**src/rtl/sram_arbiter.sv**
```systemverilog
// ---------------------------------------------------------------------------
// sram_arbiter
//
// Shares the single sram_ctrl command interface between two bus masters:
// port 0 (CPU) and port 1 (secondary master, e.g. video/DMA). Every side uses
// the same strobe/wait handshake. A transfer completes in the cycle where
// strobe=1 and wait=0.
//
// Arbitration is round-robin on contention. It adds zero latency: when no
// port owns the bus, the winner is picked combinationally and forwarded to
// sram_ctrl in the same cycle. If sram_ctrl stalls, the winner keeps the
// grant until its transfer completes. There is no buffering, so only one
// transaction is outstanding at a time.
//
// Ports:
//   clk, reset         system clock, synchronous active-high reset
//   m0_* / m1_*        master ports: addr, wrdata, bytesel, wren, strobe in;
//                      wait, rddata out
//   s_*                sram_ctrl side: addr, wrdata, bytesel, wren, strobe
//                      out; wait, rddata in
//   grant_o            one-hot port currently driving sram_ctrl (00 = none)
// ---------------------------------------------------------------------------
module sram_arbiter #(
    parameter int ADDR_W = 17,
    parameter int DATA_W = 32
) (
    input  logic                clk,
    input  logic                reset,

    input  logic [ADDR_W-1:0]   m0_addr,
    input  logic [DATA_W-1:0]   m0_wrdata,
    input  logic [DATA_W/8-1:0] m0_bytesel,
    input  logic                m0_wren,
    input  logic                m0_strobe,
    output logic                m0_wait,
    output logic [DATA_W-1:0]   m0_rddata,

    input  logic [ADDR_W-1:0]   m1_addr,
    input  logic [DATA_W-1:0]   m1_wrdata,
    input  logic [DATA_W/8-1:0] m1_bytesel,
    input  logic                m1_wren,
    input  logic                m1_strobe,
    output logic                m1_wait,
    output logic [DATA_W-1:0]   m1_rddata,

    output logic [ADDR_W-1:0]   s_addr,
    output logic [DATA_W-1:0]   s_wrdata,
    output logic [DATA_W/8-1:0] s_bytesel,
    output logic                s_wren,
    output logic                s_strobe,
    input  logic                s_wait,
    input  logic [DATA_W-1:0]   s_rddata,

    output logic [1:0]          grant_o
);

    typedef enum logic [1:0] {
        OWN_NONE = 2'd0,
        OWN_P0   = 2'd1,
        OWN_P1   = 2'd2
    } owner_t;

    owner_t owner;   // port holding the grant across a stalled transfer
    logic   last;    // port that completed most recently; loses the next tie

    logic   active;  // a transfer is presented to sram_ctrl this cycle
    logic   sel_p1;  // port 1 drives sram_ctrl (port 0 otherwise)

    // Pick the port driving sram_ctrl this cycle. A locked owner keeps the bus
    // even when the other port requests. Without an owner, the arbitration is
    // resolved in the same cycle as the request.
    always_comb begin
        // NOTE: both outputs get a default before the case, so every path
        // assigns them and no latch is inferred.
        active = 1'b0;
        sel_p1 = 1'b0;
        case (owner)
            OWN_P0: begin
                sel_p1 = 1'b0;
                active = m0_strobe;      // a dropped strobe aborts the lock
            end
            OWN_P1: begin
                sel_p1 = 1'b1;
                active = m1_strobe;
            end
            default: begin
                if (m0_strobe && m1_strobe) begin
                    active = 1'b1;
                    sel_p1 = ~last;      // tie: the port that did not go last
                end else if (m0_strobe) begin
                    active = 1'b1;
                end else if (m1_strobe) begin
                    active = 1'b1;
                    sel_p1 = 1'b1;
                end
            end
        endcase
        // A reset cycle must not issue a command, even mid-transaction.
        if (reset) begin
            active = 1'b0;
        end
    end

    // When no port is active, the fields come from port 0; their values are
    // don't-care because s_strobe is low.
    assign s_addr    = sel_p1 ? m1_addr    : m0_addr;
    assign s_wrdata  = sel_p1 ? m1_wrdata  : m0_wrdata;
    assign s_bytesel = sel_p1 ? m1_bytesel : m0_bytesel;
    assign s_wren    = sel_p1 ? m1_wren    : m0_wren;
    assign s_strobe  = active;

    // The selected port sees sram_ctrl's wait. Every other port is stalled.
    assign m0_wait   = !(active && !sel_p1) || s_wait;
    assign m1_wait   = !(active &&  sel_p1) || s_wait;

    assign m0_rddata = (active && !sel_p1) ? s_rddata : '0;
    assign m1_rddata = (active &&  sel_p1) ? s_rddata : '0;

    assign grant_o   = {active && sel_p1, active && !sel_p1};

    // Completion frees the bus for a fresh arbitration in the next cycle. A
    // stall locks the grant. No activity (idle, or an aborted lock) clears
    // the owner and leaves last unchanged.
    always_ff @(posedge clk) begin
        // NOTE: state registers use non-blocking assignments, so every
        // register updates from the same pre-edge values.
        if (reset) begin
            owner <= OWN_NONE;
            last  <= 1'b1;               // port 0 wins the first tie
        end else if (active) begin
            if (!s_wait) begin
                owner <= OWN_NONE;
                last  <= sel_p1;
            end else begin
                owner <= sel_p1 ? OWN_P1 : OWN_P0;
            end
        end else begin
            owner <= OWN_NONE;
        end
    end

endmodule
```
**config.mk**
```make
export PLATFORM = sky130hd
export DESIGN_NAME = sram_arbiter
export DESIGN_NICKNAME = d
export VERILOG_FILES = /design/src/rtl/sram_arbiter.sv
export SDC_FILE = /design/constraint.sdc
export NUM_CORES = 1
export LEC_CHECK = 0
export CORE_AREA = 2 2 105 107
export CTS_BUF_LIST = sky130_fd_sc_hd__clkbuf_8
export CTS_CLUSTER_DIAMETER = 50
export DETAILED_ROUTE_END_ITERATION = 12
export DIE_AREA = 0 0 107 109
export SLEW_MARGIN = 20
export SYNTH_ARGS = -nofsm -noshare
export SYNTH_HDL_FRONTEND = slang
export SYNTH_SLANG_ARGS = --single-unit
```
**constraint.sdc**
```tcl
create_clock -name clk -period 3.5 [get_ports clk]
set_clock_uncertainty 0.2 [all_clocks]
set_input_delay 0.7 -clock clk [delete_from_list [all_inputs] [get_ports clk]]
set_output_delay 0.7 -clock clk [all_outputs]
set_load 0.01 [all_outputs]
```
---- Yosys cells after proc, flatten, opt, wreduce, memory -nomap -nowiden ----
Cells that the tools add are included.
storage, ports and cells
  register bits after elaboration ......... 3
  latch bits .............................. 0
  RAM bits ................................ 0
  bits in read-only memories .............. 0
  input port bits ......................... 145
  output and inout bits ................... 123
  logic and storage cells ................. 32
  memories ................................ 0
cells by class
  add/subtract/negate cells ............... 0
  multipliers ............................. 0
  divide/modulo/power cells ............... 0
  magnitude comparators ................... 0
  eq/ne operators ......................... 2
  shift operators ......................... 0
  multiplexer cells ....................... 15
  bitwise logic cells ..................... 3
  reduce and logical (&&, ||, !) cells .... 10
operators by type and width
  operator                                       number
  2-to-1 mux 32 bit                              3
  2-to-1 mux 17 bit                              1
  2-to-1 mux 1 bit                               7
  2-to-1 mux 4 bit                               1
  case mux 1 bit (2 select lines)                2
  logical AND 1 bit                              3
  zero test 1 bit                                3
  NOT 1 bit                                      3
  OR reduction 3 bit                             1
  == test 2 x 1 -> 1 bit, second input constant  1
  == test 2 bit, second input constant           1
  logical OR 1 bit                               2
  2-to-1 mux 2 bit                               1
  AND reduction 2 bit                            1

---- Logic depth before layout (Yosys ltp) ----
Gate-level depths: netlist (run 1).
  depth in word-level cells ............... 8
  depth in mapped cells ................... 7
  gate-level depth less buffers ........... 5

---- Worst setup path after synthesis (run 1) ----
Ideal clock, no wire load.
  kind .................................... in2out
  start ................................... input port m0_strobe
  end ..................................... output port s_wrdata[18]
  data arrival time ....................... 1.674 ns
  slack ................................... 0.926 ns
  stages .................................. 4
  path buffers ............................ 1
  cell sequence ........................... nand2_1 > a31oi_4 > buf_4 > mux2_2
on the way
  longest elaborated chain between the ends .. 4
  elaborated cells on any way between the ends .. 5
RTL lines
  element                                                       RTL line  text
  start: declaration                                            34        input logic m0_strobe,
  2-to-1 mux 1 bit / logical AND 1 bit (equally long branches)  90, 87
  2-to-1 mux 1 bit *                                            87        if (m0_strobe && m1_strobe) begin
  case mux 1 bit (2 select lines) *                             77        case (owner)
  2-to-1 mux 32 bit *                                           107       assign s_wrdata = sel_p1 ? m1_wrdata : m0_wrdata;
  end: declaration                                              47        output logic [DATA_W-1:0] s_wrdata,
Mark *: on every way between the ends. The rest lies on a longest branch, timed or not.

---- Worst setup path in the final report (run 1) ----
  start ................................... input port m0_strobe
  end ..................................... output port s_addr[15]
on the way
  longest elaborated chain between the ends .. 4
  elaborated cells on any way between the ends .. 5
RTL lines
  element                                                       RTL line  text
  2-to-1 mux 1 bit / logical AND 1 bit (equally long branches)  90, 87
  2-to-1 mux 1 bit *                                            87
  case mux 1 bit (2 select lines) *                             77
  2-to-1 mux 17 bit *                                           106       assign s_addr = sel_p1 ? m1_addr : m0_addr;
  end: declaration                                              46        output logic [ADDR_W-1:0] s_addr,
Marked as above.

==> impl_metrics.tcl, run 1 <==
set metrics [dict create \
    outcome "complete, no violations" \
    post-route-min-period_ns 3.44 \
    relSlewSlack_pct 75.5 \
    place_ws_ns -0.168 \
    port_buffers 267 \
    wl_met2_um 4560 \
    synthArstFlopShare_pct 0 \
    fin_cells 565 \
    yosys_warnings 0 \
    drv_cap 0 \
    top_layer_used "met4" \
    crit_family "buffers and inverters" \
    tightestPinTransition_ns 0.365 \
    grt_pass1_wl_um 12300 \
    fmax_mhz 291 \
    routed_wl_um 8540 \
    p_int_w 0.000498 \
    rsz0062_at_grt "true" \
    power_w 0.000745 \
    fin_area_mm2 0.00437 \
    synth_edf_count 0 \
    fill_cells 1079 \
    syn_area_mm2 0.00136 \
    maxSlewViolCount 0 \
    clk_pin_slew_ns 0.03 \
    std_cell_rows 38 \
    p_per_area_mw_per_mm2 170 \
    wl_met1_um 3050 \
    layout-area-overhead-vs-synth_pct 222 \
    switching_share_pct 33.1 \
    netlist.area_leader.share_pct 44.8 \
    route.vias.total 2335 \
    vdd_drop_max_uv 85.2 \
    critPathArrivalTime_ns 2.54 \
    place_inst 557 \
    clockPowerShare_pct 13.3 \
    synth_top_area_cell "mux2_2" \
    crit_type "in -> out" \
    min-delay-path-class "reg -> reg" \
    power_frac_comb_pct 81.6 \
    htree_levels 1 \
    antenna_found_initial 0 \
    numCtsBuffers 3 \
    die_area_mm2 0.0117 \
    clk_latency_ns 0.22 \
    dr.pass1.iters 4 \
    synthFlopType "dfxtp_1" \
    netlist_top_cells_area "mux2_2 (45%), and3_1 (30%), buf_6 (5.0%), dfxtp_1 (4.4%), clkbuf_2 (2.2%)" \
    cp_slowest_cell "clkdlybuf4s50_1" \
    die_w_um 107 \
    nets 573 \
    post-route-period-util_pct 98.3 \
    cts_tree "done" \
    max_stage_delay_ns 0.50 \
    synth_cells 161 \
    drc 0 \
    leakage_nw 2.63 \
    setup_viol 0 \
    final_antenna_net_count 0 \
    path_cells "clkdlybuf4s50_1, nand2_2, a31oi_4, buf_4, buf_16, mux2_2, clkdlybuf4s50_1" \
    core_mm2 0.0106 \
    die_h_um 109 \
    diodes 0 \
    crit_path_frequent_cell "clkdlybuf4s50_1" \
    crit_fanout 12 \
    grt.total_usage_pct 13.1 \
    routedWlPerCell_um 15.1 \
    synth.net_count 308 \
    synth-seq-area-share_pct 4.42 \
    grt_overflow_total 0 \
    cts_buffer_depth 2 \
    wl_met3_um 905 \
    grt_max_degree 45 \
    final_layout_size_suffix_gt1_share_pct 17.4 \
    end_kind "output port" \
    holdWs_ns 0.345 \
    cp.buffers_inverters 4 \
    gp_congestion 0.702 \
    drt_iter0_markers 46 \
    finalHoldViolations 0 \
    dp_hpwl_um 6870 \
    vias_per_cell 4.13 \
    synth_common_cells "and3_1 (66), mux2_2 (54), buf_6 (6), clkbuf_2 (6), clkbuf_1 (4)" \
    ios 268 \
    grt_pass1_vias 2349 \
    seq_power_share_pct 5.1 \
    placed_area_mm2 0.00418 \
    synth_cell_type_count 22 \
    clock-sinks 3 \
    root_buffer "clkbuf_8" \
    start_kind "primary input" \
    worst_slack_ns 0.0600 \
    switchingPower_w 0.000247 \
    required_ns 2.60 \
    synth-seq-cells 3 \
    synth_area_per_cell_um2 8.44 \
    start_util_pct 12.8 \
    synth.most_common_cell "and3_1" \
]
## tightest hold or removal path, cell delays in order (launching register included)
cell and delay [ns]:
dfxtp_1 0.31, nor2_1 0.11, mux2i_1 0.07
## kinds of logic (layout without fill, tap and decap cells)
group | after synthesis | count (layout) | share of synthesized area, %
adders and majority gates | 2 | 2 | 1.84
AOI/OAI and AO/OA | 7 | 7 | 4.60
DFF | 3 | 3 | 4.42
buffers and inverters | 21 | 285 | 10.3
muxes | 55 | 55 | 45.5
and+or+nand+nor | 73 | 73 | 33.3
## sequential cells by signal, indices dropped and copies added, names as in the netlist
register,count
last,1
owner,2
## final cells by class
type                    count  area (um^2)  share of cell area (%)
clock buffers               3         41.3                   0.945
clock inverters             1         3.75                  0.0859
inverters                   2         7.51                   0.172
multi-input cells         137         1180                    26.9
flip-flops and latches      3         60.1                    1.37
well taps                 140          175                    4.01
repair buffers            279         2900                    66.5
## worst paths after layout
path / startpoint / end / slack (ns) / depth (start not counted)
max: m0_strobe / s_addr[15] / 0.06 / 7
min: last$_SDFFE_PP1P_ / last$_SDFFE_PP1P_ / 0.35 / 2
max reg2reg: owner[0]$_SDFF_PP0_ / owner[0]$_SDFF_PP0_ / 1.59 / 7
min reg2reg: last$_SDFFE_PP1P_ / last$_SDFFE_PP1P_ / 0.35 / 2
## repair_timing
item                       in CTS  in global routing
setup endpoints to repair     120                 67
hold buffers                    0                  0
resized for setup              62                 48
pin swaps                       1                  0
gates cloned                    2                  0
buffers inserted                2                  0
## routing by layer
layer / GRT usage (%) / vias to the layer above
met5: 0 / -
met4: 1.30 / 0
met3: 4.18 / 2
met2: 26.4 / 140
met1: 13.7 / 1066
li1: - / 1127
## cells in the final DEF (no fill, tap or decap), types with 2 or more instances in the layout
cell type | netlist | routed
clkdlybuf4s50_1 | 0 | 166
and3_1 | 66 | 66
dlygate4sd2_1 | 0 | 56
mux2_2 | 54 | 54
dlymetal6s2s_1 | 0 | 45
buf_4 | 2 | 5
buf_12 | 0 | 4
inv_1 | 2 | 3
clkbuf_8 | 0 | 3
dfxtp_1 | 3 | 3
o21ai_1 | 0 | 2
and2_1 | 2 | 2
ha_1 | 2 | 2
## per-stage QoR
stage / util, % / setup TNS [ns]
2_1_floorplan: - / 0
3_3_place_gp: 39.4 / -8.84
3_5_place_dp: 39.4 / -11.54
4_1_cts: 40.1 / -0.273
5_1_grt: 41.2 / -0.151
6_report: 41.2 / 0
## power groups by stage
stage                     registers (W)  logic, W  clock network (W)
after floorplan               0.0000382  0.000238                  0
after global placement        0.0000386  0.000628                  0
after detailed placement      0.0000386  0.000633                  0
after CTS                     0.0000381  0.000622           0.000101
after global routing          0.0000386  0.000649           0.000107
final                         0.0000383  0.000607          0.0000989
(Power assumes the default switching activity.)
==> run 2: changes to the inputs <==
--- a/config.mk
+++ b/config.mk
@@ -10,6 +10,7 @@
 export CTS_CLUSTER_DIAMETER = 50
 export DETAILED_ROUTE_END_ITERATION = 12
 export DIE_AREA = 0 0 107 109
+export PLACE_DENSITY = 0.62
 export SLEW_MARGIN = 20
 export SYNTH_ARGS = -nofsm -noshare
 export SYNTH_HDL_FRONTEND = slang
==> run 2 against run 1 <==
Net effect: total power increased by 1.9%; combinational power grew 3%; worst setup slack better by 0.047 ns; via count rose by 0.99%; largest cell class unchanged; largest power group unchanged.
==> impl_metrics.tcl, run 2 (synthesized netlist as in run 1, its figures left out) <==
set metrics [dict create \
    drc 0 \
    clk_latency_ns 0.21 \
    place_inst 554 \
    route.vias.total 2358 \
    vias_per_cell 4.17 \
    min_to "last$_SDFFE_PP1P_" \
    grt_max_degree 36 \
    antenna_found_initial 0 \
    clock-sinks 3 \
    diodes 0 \
    relSlewSlack_pct 76.5 \
    crit_type "in -> out" \
    min-delay-path-class "reg -> reg" \
    reg_top3 "owner: 2 flops, last: 1 flops" \
    required_ns 2.60 \
    die_area_mm2 0.0117 \
    post-route-period-util_pct 96.9 \
    tightestPinTransition_ns 0.353 \
    rr_worst_depth 7 \
    path_cells "dlygate4sd2_1, o21ai_1, a21oi_4, bufbuf_16, and3_1, clkdlybuf4s50_1" \
    clk_pin_slew_ns 0.03 \
    htree_levels 1 \
    fill_cells 1059 \
    drt_iter0_markers 48 \
    min_path_cells 2 \
    leakage_nw 2.41 \
    crit_family "buffers and inverters" \
    setup_viol 0 \
    rsz0062_at_grt "true" \
    critPathArrivalTime_ns 2.49 \
    numCtsBuffers 3 \
    port_buffers 267 \
    start_util_pct 12.8 \
    final_layout_size_suffix_gt1_share_pct 17.6 \
    ios 268 \
    root_buffer "clkbuf_8" \
    largest_reg_flops 2 \
    start_kind "primary input" \
    std_cell_rows 38 \
    die_h_um 109 \
    final_antenna_net_count 0 \
    nets 573 \
    crit_fanout 30 \
    layout-area-overhead-vs-synth_pct 223 \
    cts_buffer_depth 2 \
    rrSetupSlack_ns 1.45 \
    grt_pass1_wl_um 13000 \
    grt_overflow_total 0 \
    die_w_um 107 \
    gp_congestion 0.750 \
    end_kind "output port" \
    vdd_drop_max_uv 90.7 \
    post-route-min-period_ns 3.39 \
    max_stage_delay_ns 0.54 \
    regMostFlops "owner" \
    cp.buffers_inverters 3 \
    routed_wl_um 8910 \
    outcome "complete, no violations" \
    fin_cells 565 \
    grt_pass1_vias 2462 \
    hold_buffers 0 \
    cts_tree "done" \
    grt.total_usage_pct 14.2 \
    maxSlewViolCount 0 \
    timing.rr.end "owner[0]$_SDFF_PP0_" \
    dp_hpwl_um 6750 \
    finalHoldViolations 0 \
    drv_cap 0 \
    timing.rr.start "owner[0]$_SDFF_PP0_" \
    core_mm2 0.0106 \
    final_cell_mix "clkdlybuf4s50_1 (170), and3_1 (66), dlygate4sd2_1 (61)" \
    dr.pass1.iters 6 \
    routedWlPerCell_um 15.8 \
    final_common_cell "clkdlybuf4s50_1" \
    fmax_mhz 295 \
    post-route-util_pct 41.3 \
    cp_slowest_cell "clkdlybuf4s50_1" \
    min-delay-start "last$_SDFFE_PP1P_" \
    p_per_area_mw_per_mm2 173 \
]
-- run 2: changes by cell type in the layout (fill, tap and decap cells not counted) --
cell | previous run | this run
dlymetal6s2s_1 | 45 | 26
clkdlybuf4s15_1 | 0 | 10
dlygate4sd2_1 | 56 | 61
clkdlybuf4s50_1 | 166 | 170
buf_4 | 5 | 2
buf_16 | 1 | 3
bufbuf_16 | 1 | 2
o21ai_1 | 2 | 1
o21ai_2 | 0 | 1
-- run 2: per-layer routing --
metal	track usage, %	vias up	wire (um)
li1	-	1128	-
met1	15.5	1065	3340
met2	26.8	163	4500
met3	4.96	2	1050
met4	2.32	0	19
met5	0	-	0
-- run 2: worst max path at each step --
stage                          from       endpoint  slack, ns  depth (start not counted)
after floorplan           m0_strobe   s_wrdata[18]       0.93                          4
after global placement    m0_strobe    s_wrdata[9]      -0.16                          6
after detailed placement  m0_strobe    s_wrdata[9]      -0.16                          6
after CTS                 m0_strobe   s_wrdata[28]      -0.01                          7
after global routing      m1_strobe  m1_rddata[15]      -0.02                          6
final                     m1_strobe   m1_rddata[0]       0.11                          6
-- run 2: timing repair --
item / 4_1_cts / 5_1_grt
endpoints found under the setup margin: 121 / 42
setup buffers: 3 / 1
gates cloned: 3 / 0
gates resized for setup: 79 / 37
pin swaps: 2 / 0
-- run 2: power by group --
part / internal (W) / switching (W)
clock network: 0.0000746 / 0.0000219
registers: 0.0000369 / 0.00000128
logic: 0.000396 / 0.000228
-- run 2: area by class of cell --
cell class,count,area [um^2],area share [%]
Inverter,2,7.51,0.171
Clock buffer,3,41.3,0.942
Sequential cell,3,60.1,1.37
Multi-Input combinational cell,137,1180,26.9
Clock inverter,1,3.75,0.0856
Tap cell,140,175,4.00
Timing Repair Buffer,279,2920,66.5
-- run 2: stage by stage --
step	TNS, ns	area [um^2]	total power [W]	setup WS, ns	hold slack, ns
3_3_place_gp	-10.22	4160	0.000664	-0.164	0.303
5_1_grt	-0.0414	4380	0.000807	-0.0163	0.347
3_5_place_dp	-12.55	4160	0.000667	-0.164	0.302
2_1_floorplan	0	1360	0.000277	0.926	0.278
6_report	0	4380	0.000759	0.107	0.336
4_1_cts	-0.0361	4280	0.000767	-0.0134	0.333
-- run 2: worst register-to-register path: cells and delay by family, from the launching register on --
| family | cells | cell delay [ns] |
|---|---|---|
| compound gates | 1 | 0.07 |
| fa+ha+maj | 1 | 0.41 |
| flops | 1 | 0.32 |
| simple gates | 2 | 0.45 |
| buf+inv | 3 | 0.49 |
==> run 3: changes to the inputs <==
--- a/config.mk
+++ b/config.mk
@@ -5,6 +5,7 @@
 export SDC_FILE = /design/constraint.sdc
 export NUM_CORES = 1
 export LEC_CHECK = 0
+export CAP_MARGIN = 20
 export CORE_AREA = 2 2 105 107
 export CTS_BUF_LIST = sky130_fd_sc_hd__clkbuf_8
 export CTS_CLUSTER_DIAMETER = 50
==> results of run 3 <==
Same layout as run 2: the final DEF is identical, and so are final timing and power.
